<file path="config.mk">
export PLATFORM = sky130hd
export DESIGN_NAME = lsu_translation_arbiter
export DESIGN_NICKNAME = d
export VERILOG_FILES = /design/src/rtl/lsu_translation_arbiter.sv
export SDC_FILE = /design/constraint.sdc
export NUM_CORES = 1
export LEC_CHECK = 0
export BUFFER_PORTS_ARGS = -buffer_cell sky130_fd_sc_hd__buf_2
export CAP_MARGIN = 20
export CELL_PAD_IN_SITES_DETAIL_PLACEMENT = 0
export CELL_PAD_IN_SITES_GLOBAL_PLACEMENT = 2
export CORE_AREA = 5 5 250 252
export CTS_BUF_LIST = sky130_fd_sc_hd__clkbuf_16
export DETAILED_ROUTE_END_ITERATION = 10
export DIE_AREA = 0 0 255 257
export GPL_ROUTABILITY_DRIVEN = 0
export PLACE_DENSITY_LB_ADDON = 0.15
export SLEW_MARGIN = 20
export SYNTH_ARGS = -nofsm -noshare
export SYNTH_HDL_FRONTEND = slang
export SYNTH_SLANG_ARGS = --single-unit
</file>
<file path="constraint.sdc">
create_clock -name clk_i -period 1.9 [get_ports clk_i]
set_input_delay 0.19 -clock clk_i [delete_from_list [all_inputs] [get_ports clk_i]]
set_output_delay 0.19 -clock clk_i [all_outputs]
set_load 0.005 [all_outputs]
</file>
<file path="src/rtl/lsu_translation_arbiter.sv">
// Round-robin arbiter sharing the data-side MMU translation port between the load and store pipes.
// A DTLB miss locks the grant to its requester until the translation resolves.

package riscv;
    localparam int unsigned VLEN = 39;
    localparam int unsigned PLEN = 56;
    localparam int unsigned XLEN = 64;

    typedef struct packed {
        logic [XLEN-1:0] cause;
        logic [XLEN-1:0] tval;
        logic            valid;
    } exception_t;
endpackage

module lsu_translation_arbiter #(
    parameter int unsigned CntWidth      = 16,
    parameter logic        StPriorityRst = 1'b0
) (
    input  logic                    clk_i,
    input  logic                    rst_ni,
    input  logic                    flush_i,

    input  logic                    ld_req_i,
    input  logic [riscv::VLEN-1:0]  ld_vaddr_i,
    input  logic                    ld_hs_ld_st_inst_i,
    input  logic                    ld_hlvx_inst_i,
    output logic                    ld_gnt_o,
    output logic                    ld_dtlb_hit_o,
    output riscv::exception_t       ld_ex_o,

    input  logic                    st_req_i,
    input  logic [riscv::VLEN-1:0]  st_vaddr_i,
    input  logic                    st_hs_ld_st_inst_i,
    input  logic                    st_hlvx_inst_i,
    output logic                    st_gnt_o,
    output logic                    st_dtlb_hit_o,
    output riscv::exception_t       st_ex_o,

    output logic [riscv::PLEN-1:0]  paddr_o,

    output logic                    translation_req_o,
    output logic [riscv::VLEN-1:0]  vaddr_o,
    output logic                    hs_ld_st_inst_o,
    output logic                    hlvx_inst_o,
    input  logic [riscv::PLEN-1:0]  paddr_i,
    input  riscv::exception_t       ex_i,
    input  logic                    dtlb_hit_i,

    output logic [CntWidth-1:0]     stall_cnt_o
);

    typedef enum logic {
        LD = 1'b0,
        ST = 1'b1
    } requester_e;

    localparam requester_e RrRst = requester_e'(StPriorityRst);

    logic                lock_q, lock_d;
    requester_e          owner_q, owner_d;
    requester_e          rr_q, rr_d;
    logic [CntWidth-1:0] stall_cnt_q, stall_cnt_d;

    requester_e winner;
    logic       winner_req;
    logic       any_req;
    logic       granted;
    logic       resolved;

    // Winner selection: a held lock beats everything, then a lone requester, then the rr pointer.
    always_comb begin
        winner = rr_q;
        if (lock_q) begin
            winner = owner_q;
        end else if (ld_req_i && !st_req_i) begin
            winner = LD;
        end else if (st_req_i && !ld_req_i) begin
            winner = ST;
        end
    end

    // While in reset the port looks idle even if the pipes are still requesting.
    assign winner_req = (winner == ST) ? st_req_i : ld_req_i;
    assign any_req    = rst_ni && (ld_req_i || st_req_i);
    assign granted    = rst_ni && winner_req;
    assign resolved   = granted && (dtlb_hit_i || ex_i.valid);

    // Request datapath towards the MMU.
    always_comb begin
        translation_req_o = granted;
        vaddr_o           = '0;
        hs_ld_st_inst_o   = 1'b0;
        hlvx_inst_o       = 1'b0;
        if (any_req) begin
            if (winner == ST) begin
                vaddr_o         = st_vaddr_i;
                hs_ld_st_inst_o = st_hs_ld_st_inst_i;
                hlvx_inst_o     = st_hlvx_inst_i;
            end else begin
                vaddr_o         = ld_vaddr_i;
                hs_ld_st_inst_o = ld_hs_ld_st_inst_i;
                hlvx_inst_o     = ld_hlvx_inst_i;
            end
        end
    end

    // Response datapath: only the granted requester sees the hit and exception.
    always_comb begin
        // NOTE: every output of a combinational block gets a default first so no path infers a latch.
        ld_gnt_o      = 1'b0;
        st_gnt_o      = 1'b0;
        ld_dtlb_hit_o = 1'b0;
        st_dtlb_hit_o = 1'b0;
        ld_ex_o       = '0;
        st_ex_o       = '0;
        if (granted) begin
            if (winner == ST) begin
                st_gnt_o      = 1'b1;
                st_dtlb_hit_o = dtlb_hit_i;
                st_ex_o       = ex_i;
            end else begin
                ld_gnt_o      = 1'b1;
                ld_dtlb_hit_o = dtlb_hit_i;
                ld_ex_o       = ex_i;
            end
        end
    end

    assign paddr_o     = paddr_i;
    assign stall_cnt_o = stall_cnt_q;

    // Lock, round-robin and stall-counter next state.
    always_comb begin
        lock_d      = 1'b0;
        owner_d     = owner_q;
        rr_d        = rr_q;
        stall_cnt_d = stall_cnt_q;

        // A flush, a resolution or the owner dropping its request all leave lock_d at 0.
        if (!flush_i && granted && !resolved) begin
            lock_d  = 1'b1;
            owner_d = winner;
        end

        if (resolved) begin
            rr_d = (winner == LD) ? ST : LD;
        end

        if (granted && !resolved && !(&stall_cnt_q)) begin
            stall_cnt_d = stall_cnt_q + CntWidth'(1);
        end
    end

    always_ff @(posedge clk_i or negedge rst_ni) begin
        if (!rst_ni) begin
            lock_q      <= 1'b0;
            owner_q     <= LD;
            rr_q        <= RrRst;
            stall_cnt_q <= '0;
        end else begin
            // NOTE: sequential state uses non-blocking assignments so every flop samples pre-edge values.
            lock_q      <= lock_d;
            owner_q     <= owner_d;
            rr_q        <= rr_d;
            stall_cnt_q <= stall_cnt_d;
        end
    end

endmodule

</file>
=== Word level (Yosys, flattened, before mapping) ===
Cells that the tools add are included.

* Add/subtract/negate cells: 1
* Multiplexer cells: 23
* Reduce and logical (&&, ||, !) cells: 17

{| class="wikitable"
|+ Operator list
! operator !! number
|-
| 129-bit 2-to-1 mux || 4
|-
| 39-bit 2-to-1 mux || 2
|-
| 1-bit 2-to-1 mux || 17
|-
| 16-bit by 1-bit adder with 16-bit output, second input constant || 1
|-
| 16-bit AND reduction || 1
|-
| 1-bit logical AND || 9
|-
| 1-bit logical NOT || 5
|-
| 1-bit logical OR || 2
|}

* Register bits after elaboration: 19
* Input port bits: 273
* Output and inout bits: 376
* Logic and storage cells: 45

=== Depth between registers and ports, before layout ===
Gate-level depths: netlist (run 1).

* Depth after elaboration: 11
* Gate-level depth with buffers: 9
* Depth with buffers taken out: 6

=== Least setup slack after synthesis (run 1) ===
OpenSTA, ideal clock, no wires.

* Kind: reg-to-reg
* From: reg stall_cnt_q[8] (netlist: stall_cnt_o[8])
* To: reg stall_cnt_q[9] (netlist: stall_cnt_o[9])
* Arrival: 1.572 ns
* Required time: 1.776 ns
* Setup slack: 0.204 ns
* Stages on the path, launching flop included: 6
* Period minus slack after synthesis: 1.696 ns
* Cells stage by stage: dfrtp_1 -> and4_2 -> and4_4 -> a2111oi_4 -> nand3_1 -> xnor2_1

* Cells in the longest elaborated chain, start to end: 3
* Elaborated cells between the ends (all ways): 4
* Those cells by class: add/sub: 1; reduce/logical: 3

{| class="wikitable"
|+ RTL lines
! item !! RTL line !! text
|-
| start: declaration || 63 || <nowiki>logic [CntWidth-1:0] stall_cnt_q, stall_cnt_d;</nowiki>
|-
| start signal: assignment || 166 || <nowiki>stall_cnt_q <= stall_cnt_d;</nowiki>
|-
| parallel branches: the longest is 3 deep, another holds 16-bit by 1-bit adder with 16-bit output || n/a ||
|}

Parallel ways; which one is timed is not known.
A chain may end at the register's enable or synchronous reset.

==> summary.md, run 1 <==
| Metric | Value |
|---|---|
| Worst-Margin Slew | 0.911 ns |
| Max-slew violation count | 0 |
| Xor/xnor share of the synthesized area | 3.21% |
| Peak VDD IR | 347 uV |
| Worst-path fanout max | 8 |
| Nets | 1388 |
| Kind of critical path | reg2out |
| Die X-Extent | 255 um |
| Post-synthesis compound-gate area fraction | 7.96% |
| Hold WS | 0.0499 ns |
| DP HPWL | 27.3 mm |
| Synthesized flop and latch total | 19 |
| Initial antenna violation count | 5 |
| TritonCTS clock tree | yes |
| Worst hold path class | in2async |
| Share of the synthesized area in the top cell type | 21.8% |
| Cell Area, Placed | 7430 um2 |
| Post-synth top flop | dfrtp_1 |
| DRC viols | 0 |
| Total I/O pin count | 649 |
| ANT nets after route | 0 |
| Post-synthesis simple-gate area fraction | 56.7% |
| Mux cell area share after synthesis | 0.885% |
| Port bufs | 536 |
| Slew HR | 39.0% |
| Layout Cells excl Fill | 1899 |
| Starting DRT DRC Count | 137 |
| Global-route wire length before repair | 48.5 mm |
| Final Core Density | 17.4% |
| CTS Sinks | 19 |
| Fin crit share | 111% |
| Sequential share of the synthesized area | 12.5% |
| Min Clock Period, post-route | 2.11 ns |
| Setup slack after layout | -0.214 ns |
| Starting density of the core | 6.37% |
| Row cnt | 90 |
| Final setup vio count | 301 |
| RSZ-0062 raised after global routing | true |
| Area Growth Syn to Fin | 173% |
| Fmax | 473 MHz |
| Critical Path RT | 1.71 ns |
| Pwr per Cell Area | 385 nW/um2 |
| H-tree levels | 1 |
| Leak pwr | 5.54 nW |
| Synthesized area | 3820 um2 |
| Top post-synthesis cells by area | and3_1, and2_1, dfrtp_1, buf_4, nand2_1 |
| Post-Synth Adder-Cell Area | 0.328% |
| CP endpoint kind | output pin |
| Share of flip-flops with an asynchronous set or reset | 100% |
| Maxcap violations | 0 |
| Number of flops mapped to enable cells by yosys | 0 |
| Post-synth top cells | and3_1, and2_1, nand2_1, buf_4, a21oi_1 |
| Layout cells sized above 1 | 81.0% |
| Via count | 6233 |
| Distinct cells, synth | 36 |
| Power Total | 4.02 mW |
| Core Region | 59900 um2 |
| Count leader, synth | and3_1 |
| Total global routing overflow | 0 |
| Clock buffer depth | 2 |
| Design area | 10400 um2 |
| Worst skew pair latency | 0.25 ns |
| Die footprint | 65500 um2 |
| Number of global-route vias before repair | 6473 |
| Crit path launch type | register |
| CTS clock-pin slew for the worst setup and hold paths | 0.06 ns |
| Final hold vios | 0 |
| WL per Instance | 20.1 um |
| Largest net degree at the start of global routing | 42 |
| Status | finished with violations |
| Mapped Cells | 583 |
| Largest family of logic cells by synthesized area | simple AND/OR/NAND/NOR gates |
| Worst Path Arrival | 1.92 ns |
| Number of synthesis warnings | 0 |
| DR pass1 iterations | 4 |
| Skew final | 0.00383 ns |
| Cts bufs inserted | 3 |
| CTS root buffer | clkbuf_16 |
| Failing checks | negative setup slack |
| Floorplan die height | 257 um |
| Post-Syn Nets | 857 |
| GRT Total Usage | 9.97% |
| Via density | 3.28 |
| Placed cells | 1850 |
| Syn_area_per_cell | 6.55 um2 |
| Area leader, netlist | and3_1 |
| Final WL | 38.2 mm |
[area by class of cell]
type / count / area [um2]
Fill cell: 6900 / 49500
Timing Repair Buffer: 637 / 5380
Multi-Input combinational cell: 450 / 3490
Tap cell: 782 / 978
Sequential cell: 19 / 477
Clock buffer: 3 / 75.1
Inverter: 3 / 20.0
Antenna cell: 4 / 10.0
Clock inverter: 1 / 3.75
[cell families (layout without fill, tap and decap cells)]
family          after synthesis  count (layout)
mux                           3               3
other cells                   0               4
buf+inv                     114             644
fa+ha+maj                     1               1
flops                        19              19
compound gates               51              51
simple gates                381             381
xor+xnor                     14              14
[cell usage in the layout (no fill, tap or decap), drive strengths merged, types with 6 or more instances in the layout]
master and count:
and3 135, buf 624, xnor2 6, nand3 8, nand2 90, nor2 7
a21oi 42, dfrtp 19, xor2 8, and2 130, clkbuf 15
[timing repair]
item	in CTS	in global routing
resized for setup	249	254
endpoints found under the setup margin	301	302
buffers inserted	21	6
cloned	15	15
pin swaps	132	101
hold endpoints to repair	3	0
hold buffers	1	0
[per-layer routing]
metal	track usage [%]	wire, um	vias up
met2	20.4	21200	292
met4	1.07	461	2
met5	0	11	-
met3	2.36	2600	36
li1	-	-	2953
met1	10.4	13900	2950
[sequential cells by signal (all words and copies together) (netlist names)]
| signal | cells |
|---|---|
| owner_q | 1 |
| stall_cnt_o | 16 |
| rr_q | 1 |
| lock_q | 1 |
[critical path, cell delays in order, from the launching register on]
cell and delay [ns]:
dfrtp_2 0.44, o31a_4 0.39, nand3_4 0.09, inv_8 0.06, buf_12 0.15, buf_12 0.14, clkbuf_16 0.15, and2_4 0.13
buf_6 0.11
[path summary, 6_finish.rpt]
path	end	slack (ns)	cells past startpoint	start
worst min register to register	stall_cnt_o[4]	0.50	1	stall_cnt_o[4]
worst max-delay path	ld_ex_o[42]	-0.21	8	lock_q
worst min-delay path	stall_cnt_o[1]	0.05	2	rst_ni
max in group asynchronous	lock_q	1.29	2	rst_ni
min in group clk_i	lock_q	0.11	2	flush_i
worst max register to register	stall_cnt_o[1]	0.09	7	lock_q
[stage by stage]
stage / setup TNS [ns] / worst slack [ns]
finish: -43.21 / -0.214
global route: -64.68 / -0.285
CTS: -52.15 / -0.239
detailed placement: -0.0587 / -0.0263
global placement: -0.0771 / -0.0247
floorplan: 0 / 0.204
[power breakdown]
| part | total, mW | internal (mW) | switching (mW) |
|---|---|---|---|
| clock network | 0.441 | 0.280 | 0.161 |
| logic | 3.08 | 1.68 | 1.40 |
| registers | 0.495 | 0.458 | 0.0373 |
| total | 4.02 | 2.42 | 1.59 |
(Power assumes the default switching activity.)
==> inputs of run 2 (changes only) <==
- ABC_AREA: default -> 1
- CORE_AREA: 5 5 250 252 -> 5 5 248 250
- DIE_AREA: 0 0 255 257 -> 0 0 253 255
==> summary.md, run 2 <==
| Metric | Value |
|---|---|
| Worst reg2reg setup slack | 0.17 ns |
| ANT nets after route | 0 |
| Port bufs | 536 |
| Area leader, netlist | nor2_1 |
| Post-synth top flop | dfrtp_1 |
| CTS Sinks | 19 |
| Slew HR | 75.5% |
| Starting density of the core | 6.54% |
| Number of flops mapped to enable cells by yosys | 0 |
| Top routing layer used | met5 |
| Global-route wire length before repair | 48.8 mm |
| Number of synthesis warnings | 0 |
| GRT Total Usage | 10.2% |
| Crit path launch type | register |
| Count leader, synth | nor2_1 |
| Worst R2R End | stall_cnt_o[10] |
| DR pass1 iterations | 5 |
| Hold WS | 0.0941 ns |
| Leak pwr | 5.51 nW |
| Post-Syn Nets | 1071 |
| R2R cell count | 11 |
| Met1 wire length | 13.7 mm |
| Post-synth top cells | nor2_1, nand2_1, inv_1, buf_4, a21oi_1 |
| DP HPWL | 32.0 mm |
| Via count | 6705 |
| Commonest cells after routing, fill and taps aside | buf_2, nor2_1, inv_1 |
| Cts bufs inserted | 3 |
| H-tree levels | 1 |
| Syn_area_per_cell | 4.82 um2 |
| Distinct cells, synth | 20 |
| Synthesized area | 3840 um2 |
| Met2 WL | 20.8 mm |
| Share of the synthesized area in the top cell type | 27.2% |
| Starting DRT DRC Count | 239 |
| Clock buffer depth | 2 |
| Met3 WL | 3.94 mm |
| Worst reg2reg path startpoint | rr_q |
| Failing checks | negative setup slack |
| Max-slew violation count | 0 |
| RSZ-0062 raised after global routing | true |
| Share of flip-flops with an asynchronous set or reset | 100% |
| Number of global-route vias before repair | 6762 |
| Area Growth Syn to Fin | 135% |
| TritonCTS clock tree | yes |
| Final WL | 38.7 mm |
| Skew final | 0.00543 ns |
| Crit. path cell count | 10 |
| Crit path to | st_ex_o[77] |
| Die X-Extent | 253 um |
| Top post-synthesis cells by area | nor2_1, nand2_1, inv_1, dfrtp_1, buf_4 |
| CP endpoint kind | output pin |
| Total global routing overflow | 0 |
| Floorplan die height | 255 um |
| Peak VDD IR | 248 uV |
| Largest net degree at the start of global routing | 41 |
| CP Buf/Inv Count | 4 |
| Die footprint | 64500 um2 |
| Worst-Margin Slew | 0.368 ns |
| Worst hold path class | in2async |
| Fillers | 6953 |
| DRC viols | 0 |
| Min Clock Period, post-route | 2.03 ns |
| Cell family with the largest share of critical-path delay | buffers and inverters |
| Worst-path fanout max | 17 |
| Crit path launch | rr_q |
| Via density | 3.20 |
| Most common cell after layout, fill and taps aside | buf_2 |
| Row cnt | 89 |
| Max FFs per register | 16 |
| Layout cells sized above 1 | 59.7% |
| Setup slack after layout | -0.125 ns |
| CP max stage cell | dfrtp_1 |
| Sequential share of the synthesized area | 12.4% |
| Maxcap violations | 0 |
| Total negative slack | -21.62 ns |
| Worst skew pair latency | 0.26 ns |
| Final setup vio count | 295 |
| Critical Path RT | 1.71 ns |
| Mapped Cells | 797 |
| Status | finished with violations |
| Pwr per Cell Area | 416 nW/um2 |
| Initial antenna violation count | 8 |
| WL per Instance | 18.4 um |
| Nets | 1597 |
| CTS root buffer | clkbuf_16 |
| Worst Path Arrival | 1.84 ns |
| Max incr delay on CP | 0.37 ns |
| Core Region | 58800 um2 |
| Kind of critical path | reg2out |
| CTS clock-pin slew for the worst setup and hold paths | 0.06 ns |
| CP Cell Sequence | inv_1 > a21oi_2 > nand2_2 > a21oi_2 > nor2_4 > nand2_4 > buf_12 > buf_12 > nor2_1 > buf_2 |
| Fmax | 494 MHz |
| Synthesized flop and latch total | 19 |
| Fin crit share | 107% |
| Final hold vios | 0 |
| Total I/O pin count | 649 |
[run 2: cell types whose count changed in the layout (fill, tap and decap cells not counted), sizes merged, moves of 3 or more]
cell   delta
buf      -12
inv     +148
nor2    +273
nand4    +21
and3    -135
xor2      -6
nand2    +67
and2    -130
mux2      -3
and4      -3
nand3     +4
[run 2: how the worst min path moves through the flow]
stage / from / to / slack (ns) / cells past startpoint
after floorplan: rst_ni / lock_q / -0.11 / 0
after global placement: rst_ni / rr_q / 0.08 / 1
after detailed placement: rst_ni / lock_q / 0.08 / 1
after CTS: rst_ni / stall_cnt_o[3] / 0.13 / 2
after global routing: rst_ni / stall_cnt_o[13] / 0.14 / 2
final: rst_ni / stall_cnt_o[3] / 0.09 / 2
[run 2: final cells by class]
| class | instances | area [um2] | share of cell area (%) |
|---|---|---|---|
| Inverter | 150 | 566 | 6.26 |
| Timing Repair Buffer | 623 | 4090 | 45.3 |
| Multi-Input combinational cell | 526 | 2850 | 31.6 |
| Clock buffer | 3 | 75.1 | 0.831 |
| Sequential cell | 19 | 475 | 5.26 |
| Antenna cell | 2 | 5.00 | 0.0554 |
| Tap cell | 773 | 967 | 10.7 |
| Clock inverter | 1 | 3.75 | 0.0415 |
[run 2: timing repair]
item,4_1_cts,5_1_grt
pin swaps,5,21
gates resized for setup,94,158
hold buffers,1,0
gates cloned,3,10
hold endpoints to repair,2,0
setup endpoints to repair,258,314
buffers inserted,7,5
[run 2: cell families after synthesis]
logic type / synth area share (%)
AO/OA/AOI/OAI: 6.12
XOR/XNOR: 1.59
adder cells (fa/ha/maj): 0.325
buffers and inverters: 31.1
flip-flops: 12.4
AND/OR/NAND/NOR: 48.5
[run 2: layer usage]
metal | vias to the layer above | track usage (%)
met5 | - | 0
met4 | 8 | 0.879
met3 | 21 | 4.18
met2 | 398 | 20.0
met1 | 2957 | 10.6
li1 | 3321 | -
[run 2: report_power, final]
part           leakage [nW]  internal (mW)  switching, mW
clock                0.0423          0.281          0.176
sequential            0.258          0.450         0.0295
combinational          5.21           1.32           1.50
total                  5.51           2.05           1.71
[run 2: per-stage QoR]
step	util [%]	worst slack [ns]	cells	instance area, um2	power, mW
floorplan	-	0.239	797	3840	1.38
global placement	12.9	-0.0291	2066	7590	2.70
detailed placement	12.9	0.0703	2066	7590	2.66
CTS	13.9	-0.120	2081	8160	3.43
global route	15.4	-0.237	2095	9030	4.07
finish	15.4	-0.125	2097	9030	3.76
==> inputs of run 3 (changes only) <==
- CAP_MARGIN: 20 -> 40
- clock period: 1.9 -> 1.8 ns (I/O delays scaled with it)
==> summary.md, run 3 (synthesis results as in run 2) <==
| Metric | Value |
|---|---|
| Status | finished with violations |
| Failing checks | negative hold slack, negative setup slack |
| Port bufs | 536 |
| Max-slew violation count | 0 |
| Final WL | 39.3 mm |
| Max FFs per register | 16 |
| R2R cell count | 12 |
| Crit path launch type | register |
| Total negative slack | -53.02 ns |
| Cell-internal power | 2.38 mW |
| Die footprint | 64500 um2 |
| Final hold vios | 10 |
| RSZ-0062 raised after global routing | true |
| Worst-Margin Slew | 0.542 ns |
| Design area | 10300 um2 |
| Fmax | 481 MHz |
| Worst hold path class | in2async |
| Global-route wire length before repair | 51.4 mm |
| Worst skew pair latency | 0.26 ns |
| Via density | 3.25 |
| Largest net degree at the start of global routing | 41 |
| Leak pwr | 5.77 nW |
| CTS clock-pin slew for the worst setup and hold paths | 0.07 ns |
| Placed cells | 2075 |
| Commonest cells after routing, fill and taps aside | buf_2, inv_1, nor2_1 |
| WL per Instance | 18.5 um |
| Seq pwr share | 11.9% |
| Layout cells sized above 1 | 65.6% |
| Met3 WL | 4.25 mm |
| Initial antenna violation count | 9 |
| Starting density of the core | 6.54% |
| Nets | 1619 |
| CP endpoint kind | output pin |
| Slew HR | 63.7% |
| Cts bufs inserted | 3 |
| DR pass1 iterations | 6 |
| TritonCTS clock tree | yes |
| CTS root buffer | clkbuf_16 |
| Row cnt | 89 |
| Top routing layer used | met5 |
| Sw frac | 45.6% |
| Final setup vio count | 311 |
| Setup slack after layout | -0.280 ns |
| Hold WS | -0.0235 ns |
| Final Core Density | 17.5% |
| Skew final | 0.00986 ns |
| DRC viols | 0 |
| Kind of critical path | reg2out |
| Total global routing overflow | 0 |
| Die X-Extent | 253 um |
| Critical Path RT | 1.62 ns |
| Number of global-route vias before repair | 7145 |
| Maxcap violations | 0 |
| P_sw | 1.99 mW |
| Most common cell after layout, fill and taps aside | buf_2 |
| Worst Path Arrival | 1.90 ns |
| Worst-path fanout max | 9 |
| Met1 wire length | 14.0 mm |
| Core Region | 58800 um2 |
| Starting DRT DRC Count | 230 |
| Area Growth Syn to Fin | 167% |
| Met2 WL | 20.7 mm |
| Via count | 6896 |
| Cell Area, Placed | 7570 um2 |
| Clock network power share | 11.3% |
| CTS Sinks | 19 |
| Logic pwr share | 76.8% |
| DP HPWL | 32.2 mm |
| Total I/O pin count | 649 |
| H-tree levels | 1 |
| Floorplan die height | 255 um |
| Layout Cells excl Fill | 2123 |
| Min Clock Period, post-route | 2.08 ns |
| GRT Total Usage | 10.8% |
| Fin crit share | 116% |
| Pwr per Cell Area | 425 nW/um2 |
| Peak VDD IR | 286 uV |
| Clock buffer depth | 2 |
| ANT nets after route | 0 |
[run 3: cell count changes in the layout (fill, tap and decap cells not counted), sizes merged]
cell,before,now
diode,2,6
inv,151,150
buf,612,640
clkbuf,13,7
clkinvlp,0,1
[run 3: final timing paths]
path                       startpoint              end  slack, ns
max                              rr_q      ld_ex_o[27]      -0.28
min                            rst_ni   stall_cnt_o[4]      -0.02
max reg2reg                      rr_q  stall_cnt_o[10]      -0.01
min reg2reg                   owner_q          owner_q       0.50
max in group asynchronous      rst_ni           lock_q       1.21
min in group clk_i            flush_i          owner_q       0.20
[run 3: critical path, stage by stage (launching register included)]
cell and delay [ns]:
dfrtp_1 0.40, nand2_1 0.07, nand2_1 0.05, nand2_2 0.12, nand2_4 0.10, inv_4 0.09, nand3_4 0.09, buf_12 0.18
buf_16 0.16, buf_12 0.13, nor2_4 0.11, buf_2 0.13
[run 3: cell type report]
type,count,area [um2]
repair buffers,645,4680
multi-input cells,526,3490
clock buffers,3,75.1
fillers,6934,48500
diodes,6,15.0
flip-flops and latches,19,475
clock inverters,1,7.51
well taps,773,967
inverters,150,566
[run 3: metrics by stage]
| step | setup WS, ns | total power [mW] | hold slack, ns |
|---|---|---|---|
| 2_1_floorplan | 0.139 | 1.46 | -0.116 |
| 3_3_place_gp | -0.149 | 2.82 | 0.209 |
| 3_5_place_dp | -0.117 | 2.79 | 0.203 |
| 4_1_cts | -0.282 | 4.15 | 0.0167 |
| 5_1_grt | -0.371 | 4.73 | 0.0138 |
| 6_report | -0.280 | 4.37 | -0.0235 |
[run 3: power groups by stage]
| stage | registers, mW | logic (mW) | clock network, mW |
|---|---|---|---|
| 4_1_cts | 0.521 | 3.10 | 0.524 |
| 3_3_place_gp | 0.529 | 2.29 | 0 |
| 3_5_place_dp | 0.529 | 2.26 | 0 |
| 2_1_floorplan | 0.534 | 0.924 | 0 |
| 6_report | 0.519 | 3.36 | 0.493 |
| 5_1_grt | 0.528 | 3.66 | 0.537 |
[run 3: timing repair]
action,CTS,global route
gates cloned,10,5
gates resized for setup,227,309
endpoints found under the setup margin,304,321
pin swaps,21,22
hold buffers,1,0
endpoints found under the hold margin,2,0
buffers inserted,21,9
[run 3: per-layer routing]
| layer | global-route usage (%) | up-vias |
|---|---|---|
| li1 | - | 3374 |
| met4 | 0.895 | 8 |
| met3 | 4.62 | 24 |
| met2 | 21.0 | 417 |
| met1 | 11.1 | 3073 |
| met5 | 0 | - |
